**src/rtl/cu_irq_ctrl_if.sv**
```systemverilog
// Request/acknowledge link between the interrupt controller (master) and the core (slave).
interface cu_irq_ctrl_if;
    logic       irq_o;
    logic [4:0] irq_id_o;
    logic       irq_ack_i;
    logic [4:0] irq_ack_id_i;

    modport master (
        output irq_o,
        output irq_id_o,
        input  irq_ack_i,
        input  irq_ack_id_i
    );

    modport slave (
        input  irq_o,
        input  irq_id_o,
        output irq_ack_i,
        output irq_ack_id_i
    );
endinterface

```
**src/rtl/cu_irq_ctrl.sv**
```systemverilog
// Interrupt controller: latches edge/level sources, picks one by fixed or round-robin priority,
// holds it on the core request link until acknowledged, then forces a one-cycle gap.
module cu_irq_ctrl #(
    parameter int                 NUM_SRC  = 4,
    parameter logic [4:0]         BASE_ID  = 5'd0,
    parameter logic [NUM_SRC-1:0] SRC_EDGE = '1,
    parameter bit                 RR_EN    = 1'b0
) (
    input  logic               clk,
    input  logic               rst_n,
    input  logic [NUM_SRC-1:0] irq_src_i,
    input  logic [NUM_SRC-1:0] irq_en_i,
    cu_irq_ctrl_if.master      irq_bus,
    output logic [NUM_SRC-1:0] pending_o,
    output logic               ack_err_o
);

    localparam int SELW = (NUM_SRC > 1) ? $clog2(NUM_SRC) : 1;

    typedef enum logic [1:0] {
        IDLE,
        REQ,
        GAP
    } state_e;

    state_e             state_q, state_d;
    logic [NUM_SRC-1:0] pending_q, pending_d;
    logic [NUM_SRC-1:0] srcPrev_q;
    logic               armed_q;
    logic [SELW-1:0]    sel_q, sel_d;
    logic [SELW-1:0]    lastGrant_q, lastGrant_d;
    logic [4:0]         id_q, id_d;
    logic               ackErr_q, ackErr_d;

    logic [NUM_SRC-1:0] eligible;
    logic [NUM_SRC-1:0] risen;
    logic [NUM_SRC-1:0] clrMask;
    logic [SELW-1:0]    winner;
    logic [SELW-1:0]    searchIdx;
    logic               winnerValid;
    logic               ackAccept;

    // armed_q masks the first cycle after reset so a source held high is not seen as an edge
    assign risen     = irq_src_i & ~srcPrev_q & {NUM_SRC{armed_q}};
    assign eligible  = pending_q & irq_en_i;
    assign ackAccept = (state_q == REQ) && irq_bus.irq_ack_i && (irq_bus.irq_ack_id_i == id_q);

    always_comb begin
        winner      = '0;
        winnerValid = 1'b0;
        searchIdx   = '0;
        for (int i = 0; i < NUM_SRC; i++) begin
            if (RR_EN) searchIdx = SELW'((int'(lastGrant_q) + 1 + i) % NUM_SRC);
            else       searchIdx = SELW'(i);
            if (!winnerValid && eligible[searchIdx]) begin
                winnerValid = 1'b1;
                winner      = searchIdx;
            end
        end
    end

    always_comb begin
        state_d     = state_q;
        sel_d       = sel_q;
        id_d        = id_q;
        lastGrant_d = lastGrant_q;
        clrMask     = '0;
        ackErr_d    = ackErr_q | (irq_bus.irq_ack_i & ~ackAccept);

        unique case (state_q)
            IDLE: begin
                if (winnerValid) begin
                    state_d = REQ;
                    sel_d   = winner;
                    id_d    = BASE_ID + 5'(winner);
                end
            end
            REQ: begin
                if (ackAccept) begin
                    state_d          = GAP;
                    lastGrant_d      = sel_q;
                    clrMask[sel_q]   = 1'b1;
                end else if (!eligible[sel_q]) begin
                    state_d = IDLE;
                end
            end
            GAP:     state_d = IDLE;
            default: state_d = IDLE;
        endcase

        // A new edge beats a same-cycle clear; level sources just follow their input
        pending_d = ((risen | (pending_q & ~clrMask)) & SRC_EDGE) | (irq_src_i & ~SRC_EDGE);
    end

    always_ff @(posedge clk or negedge rst_n) begin
        if (!rst_n) begin
            state_q     <= IDLE;
            pending_q   <= '0;
            srcPrev_q   <= '0;
            armed_q     <= 1'b0;
            sel_q       <= '0;
            lastGrant_q <= SELW'(NUM_SRC - 1);
            id_q        <= '0;
            ackErr_q    <= 1'b0;
        end else begin
            state_q     <= state_d;
            pending_q   <= pending_d;
            srcPrev_q   <= irq_src_i;
            armed_q     <= 1'b1;
            sel_q       <= sel_d;
            lastGrant_q <= lastGrant_d;
            id_q        <= id_d;
            ackErr_q    <= ackErr_d;
        end
    end

    assign irq_bus.irq_o    = (state_q == REQ);
    assign irq_bus.irq_id_o = id_q;
    assign pending_o        = pending_q;
    assign ack_err_o        = ackErr_q;

endmodule

```
**src/flat_wrapper.sv**
```systemverilog
// flat-port wrapper written by rule: the top's interface ports become plain ports
module cu_irq_ctrl_flat 
#(
    parameter int                 NUM_SRC  = 4,
    parameter logic [4:0]         BASE_ID  = 5'd0,
    parameter logic [NUM_SRC-1:0] SRC_EDGE = '1,
    parameter bit                 RR_EN    = 1'b0
)
  (clk, rst_n, irq_src_i, irq_en_i, pending_o, ack_err_o, irq_bus_irq_o, irq_bus_irq_id_o, irq_bus_irq_ack_i, irq_bus_irq_ack_id_i);
  cu_irq_ctrl_if irq_bus_i ();
  input  logic clk;
  input  logic rst_n;
  input  logic [NUM_SRC-1:0] irq_src_i;
  input  logic [NUM_SRC-1:0] irq_en_i;
  output logic [NUM_SRC-1:0] pending_o;
  output logic ack_err_o;
  output wire logic [$bits(irq_bus_i.irq_o)-1:0] irq_bus_irq_o;
  output wire logic [$bits(irq_bus_i.irq_id_o)-1:0] irq_bus_irq_id_o;
  input wire logic [$bits(irq_bus_i.irq_ack_i)-1:0] irq_bus_irq_ack_i;
  input wire logic [$bits(irq_bus_i.irq_ack_id_i)-1:0] irq_bus_irq_ack_id_i;
  assign irq_bus_irq_o = irq_bus_i.irq_o;
  assign irq_bus_irq_id_o = irq_bus_i.irq_id_o;
  assign irq_bus_i.irq_ack_i = irq_bus_irq_ack_i;
  assign irq_bus_i.irq_ack_id_i = irq_bus_irq_ack_id_i;
  cu_irq_ctrl #(.NUM_SRC(NUM_SRC), .BASE_ID(BASE_ID), .SRC_EDGE(SRC_EDGE), .RR_EN(RR_EN)) u_core (.clk(clk), .rst_n(rst_n), .irq_src_i(irq_src_i), .irq_en_i(irq_en_i), .irq_bus(irq_bus_i), .pending_o(pending_o), .ack_err_o(ack_err_o));
endmodule
```
**config.mk**
```make
export PLATFORM = sky130hd
export DESIGN_NAME = cu_irq_ctrl_flat
export DESIGN_NICKNAME = d
export VERILOG_FILES = /design/src/rtl/cu_irq_ctrl_if.sv /design/src/rtl/cu_irq_ctrl.sv /design/src/flat_wrapper.sv
export SDC_FILE = /design/constraint.sdc
export NUM_CORES = 1
export LEC_CHECK = 0
export CAP_MARGIN = 20
export CORE_MARGIN = 10
export CORE_UTILIZATION = 25
export DETAILED_ROUTE_END_ITERATION = 7
export MAX_ROUTING_LAYER = met4
export SLEW_MARGIN = 10
export SYNTH_ARGS = -nofsm -noshare
export SYNTH_HDL_FRONTEND = slang
export SYNTH_SLANG_ARGS = --single-unit
```
**constraint.sdc**
```tcl
create_clock -name clk -period 1.2 [get_ports clk]
set_input_delay 0.36 -clock clk [delete_from_list [all_inputs] [get_ports clk]]
set_output_delay 0.36 -clock clk [all_outputs]
set_load 0.02 [all_outputs]
```
==> metrics.cfg <==
[global_route]
grt_max_degree=15
overflow=0
antenna_found_initial=0
grt_pass1_vias=664
grt_util_met3=0.0335
grt_use_met2=0.126
track_usage=0.0763
grt_most_used_layer=met2
grt_util_met1=0.0868
grt_pass1_wl_um=3090

[floorplanning]
boundaryPins=27
dieArea_um2=5020
die_h_um=70.8
initial_core_util=0.261
core_area_um2=2480
die_x_um=70.8
rows=18

[timing]
hold_slack_ns=0.372
final_max_slew_viol_count=0
setup_tns_ns=-1.20
finalCritPeriodShare=1.15
hold_viol=0
timing.final.ws_setup_ns=-0.186
clock.fmax_mhz=722
fin_crit_ns=1.39
rsz0062_at_grt=yes
finalClockSkew_ns=0.00994
setup_viol=13

[logic_synthesis]
synth_seq_cells=14
avgSynthCellArea_um2=11.1
yosysSeqAreaShare=0.543
synthCells=58
ys_warn_count=0
yosysUniqueCellTypes=21
synth_area_um2=646

[place]
io_buffers=23
gp_congestion=0.734
placed_area_um2=1040
hpwl_um=1460
place_ws_ns=-0.645

[clocking]
numCtsBuffers=3
holdBufCountCts=0
clock_sinks=14
cts_max_level=1
cts_tree=done
clock_path_buffers=2
cts_root_buf=clkbuf_4
clk_pin_slew_ns=0.10
clock_latency_ns=0.28

[drt]
vias=611
drt_wl_total_um=1990
ant_nets=0
wire_per_inst_um=14.4
firstDrtPassIters=4
vias_per_cell=4.43
remaining_drc_errors=0
drtIter0Drc=37

[power_and_ir_drop]
vdd_drop_max_v=0.000990
p_per_area_nw_per_um2=1730
p_leak_nw=0.568

[status]
status=complete, but fails checks
violations=setup timing

[final_layout]
drive_gt1_frac=0.537
fin_area_um2=1250
final_net_count=125
antennaDiodeCount=0
post-route-util=0.505
synthToLayoutAreaGrowth_pct=93.8

[critical_path]
rr_startpoint=u_core.sel_q[0]$_DFFE_PN0P_
crit_path_start_kind=flop
crit_path_cell_trace=and2b_2 > buf_6
r2r_slack_ns=-0.17
arrival_ns=1.03
crit_slowest_cell=dfrtp_1
r2r-end=u_core.pending_o[2]$_DFF_PN0_
crit_family=flip-flops
crit_required_ns=0.84
crit_buf_inv=1
r2r_cells=5
crit_fanout=2
cp-end-kind=output pin
slowest_delay_ns=0.39
criticalPathCategory=flop to output pin

[worst_hold_path]
holdCritPathClass=input pin to asynchronous set/reset pin

[run]
drv_cap=0

==> per-layer routing <==
| layer | wire [µm] | up-vias |
|---|---|---|
| met3 | 130 | 2 |
| met1 | 852 | 292 |
| met4 | 21 | 0 |
| li1 | - | 291 |
| met2 | 983 | 26 |
| met5 | 0 | - |
==> layout make-up <==
| cell class | count | area, µm² |
|---|---|---|
| multi-input combinational | 39 | 374 |
| fill | 240 | 1230 |
| tap | 30 | 37.5 |
| inverter | 4 | 15.0 |
| clock buffer | 4 | 36.3 |
| timing repair buffer | 47 | 432 |
| sequential | 14 | 357 |
==> worst reg2reg max path: stages (launching register included) <==
cell and delay [ns]:
dfrtp_2 0.43, buf_12 0.14, xnor2_4 0.18, nand4_4 0.18, o31ai_2 0.23, nand2_1 0.10
==> cell usage after synthesis, drive strengths merged <==
cell type	number	share of area
a211oi	2	0.023
a21o	1	0.014
a21oi	1	0.0077
a32o	1	0.016
and2b	1	0.012
buf	3	0.035
conb	2	0.012
dfrtp	14	0.54
inv	4	0.023
mux2i	1	0.016
mux4	1	0.041
nand2	9	0.052
nand3	2	0.016
nand3b	3	0.035
nand4	1	0.019
nor2	4	0.023
nor4b	1	0.037
o21ai	2	0.015
o31ai	3	0.035
xnor2	2	0.027
==> metrics by stage <==
stage / power, mW / cells
after global routing: 2.28 / 138
after detailed placement: 1.52 / 125
after CTS: 2.00 / 133
after floorplan: 1.01 / 60
final: 2.16 / 138
after global placement: 1.50 / 125
==> worst max path at each step <==
| stage | from | to | cells after the start |
|---|---|---|---|
| after floorplan | irq_bus_irq_ack_id_i[3] | u_core.pending_o[1]$_DFF_PN0_ | 4 |
| after global placement | irq_bus_irq_ack_id_i[3] | u_core.pending_o[1]$_DFF_PN0_ | 5 |
| after detailed placement | irq_bus_irq_ack_id_i[3] | u_core.pending_o[0]$_DFF_PN0_ | 5 |
| after CTS | u_core.state_q[1]$_DFFE_PN0P_ | irq_bus_irq_o | 2 |
| after global routing | u_core.sel_q[0]$_DFFE_PN0P_ | u_core.pending_o[2]$_DFF_PN0_ | 5 |
| final | u_core.state_q[1]$_DFFE_PN0P_ | irq_bus_irq_o | 2 |
==> cells by family (layout without fill, tap and decap cells) <==
family          Yosys count  after routing  synth area share
buf+inv                   7             55            0.0581
flops                    14             14             0.543
compound gates           10             10             0.110
xor+xnor                  2              2            0.0271
simple gates             21             21             0.194
mux                       2              2            0.0562
other cells               2              4            0.0116
==> what timing repair did <==
item                                   4_1_cts  5_1_grt
buffers inserted                             4        6
endpoints found under the hold margin        0        0
gates resized for setup                     61       19
pin swaps                                   13        6
setup endpoints to repair                   17       17
==> flip-flops by register name, summed over array words and instances, names as in the netlist <==
register / count
u_core.pending_o: 4
u_core.srcPrev_q: 4
u_core.sel_q: 2
u_core.state_q: 2
u_core.ack_err_o: 1
u_core.armed_q: 1
==> placed cells by master, fill, tap and decap left out, drive strengths merged <==
cell	n
buf	32
dfrtp	14
dlygate4sd2	10
nand2	9
clkdlybuf4s50	5
inv	4
conb	4
nor2	4
clkbuf	4
nand3b	3
o31ai	3
o21ai	2
nand3	2
a211oi	2
xnor2	2
and2b	1
nor4b	1
nand4	1
a21o	1
a21oi	1
a32o	1
mux2i	1
mux4	1
==> power breakdown <==
group	switching (mW)	internal, mW	total [mW]
Sequential	0.0694	0.554	0.623
Combinational	0.532	0.656	1.19
Clock	0.163	0.185	0.347
Total	0.765	1.39	2.16
Power figures use the tool's default switching activity.
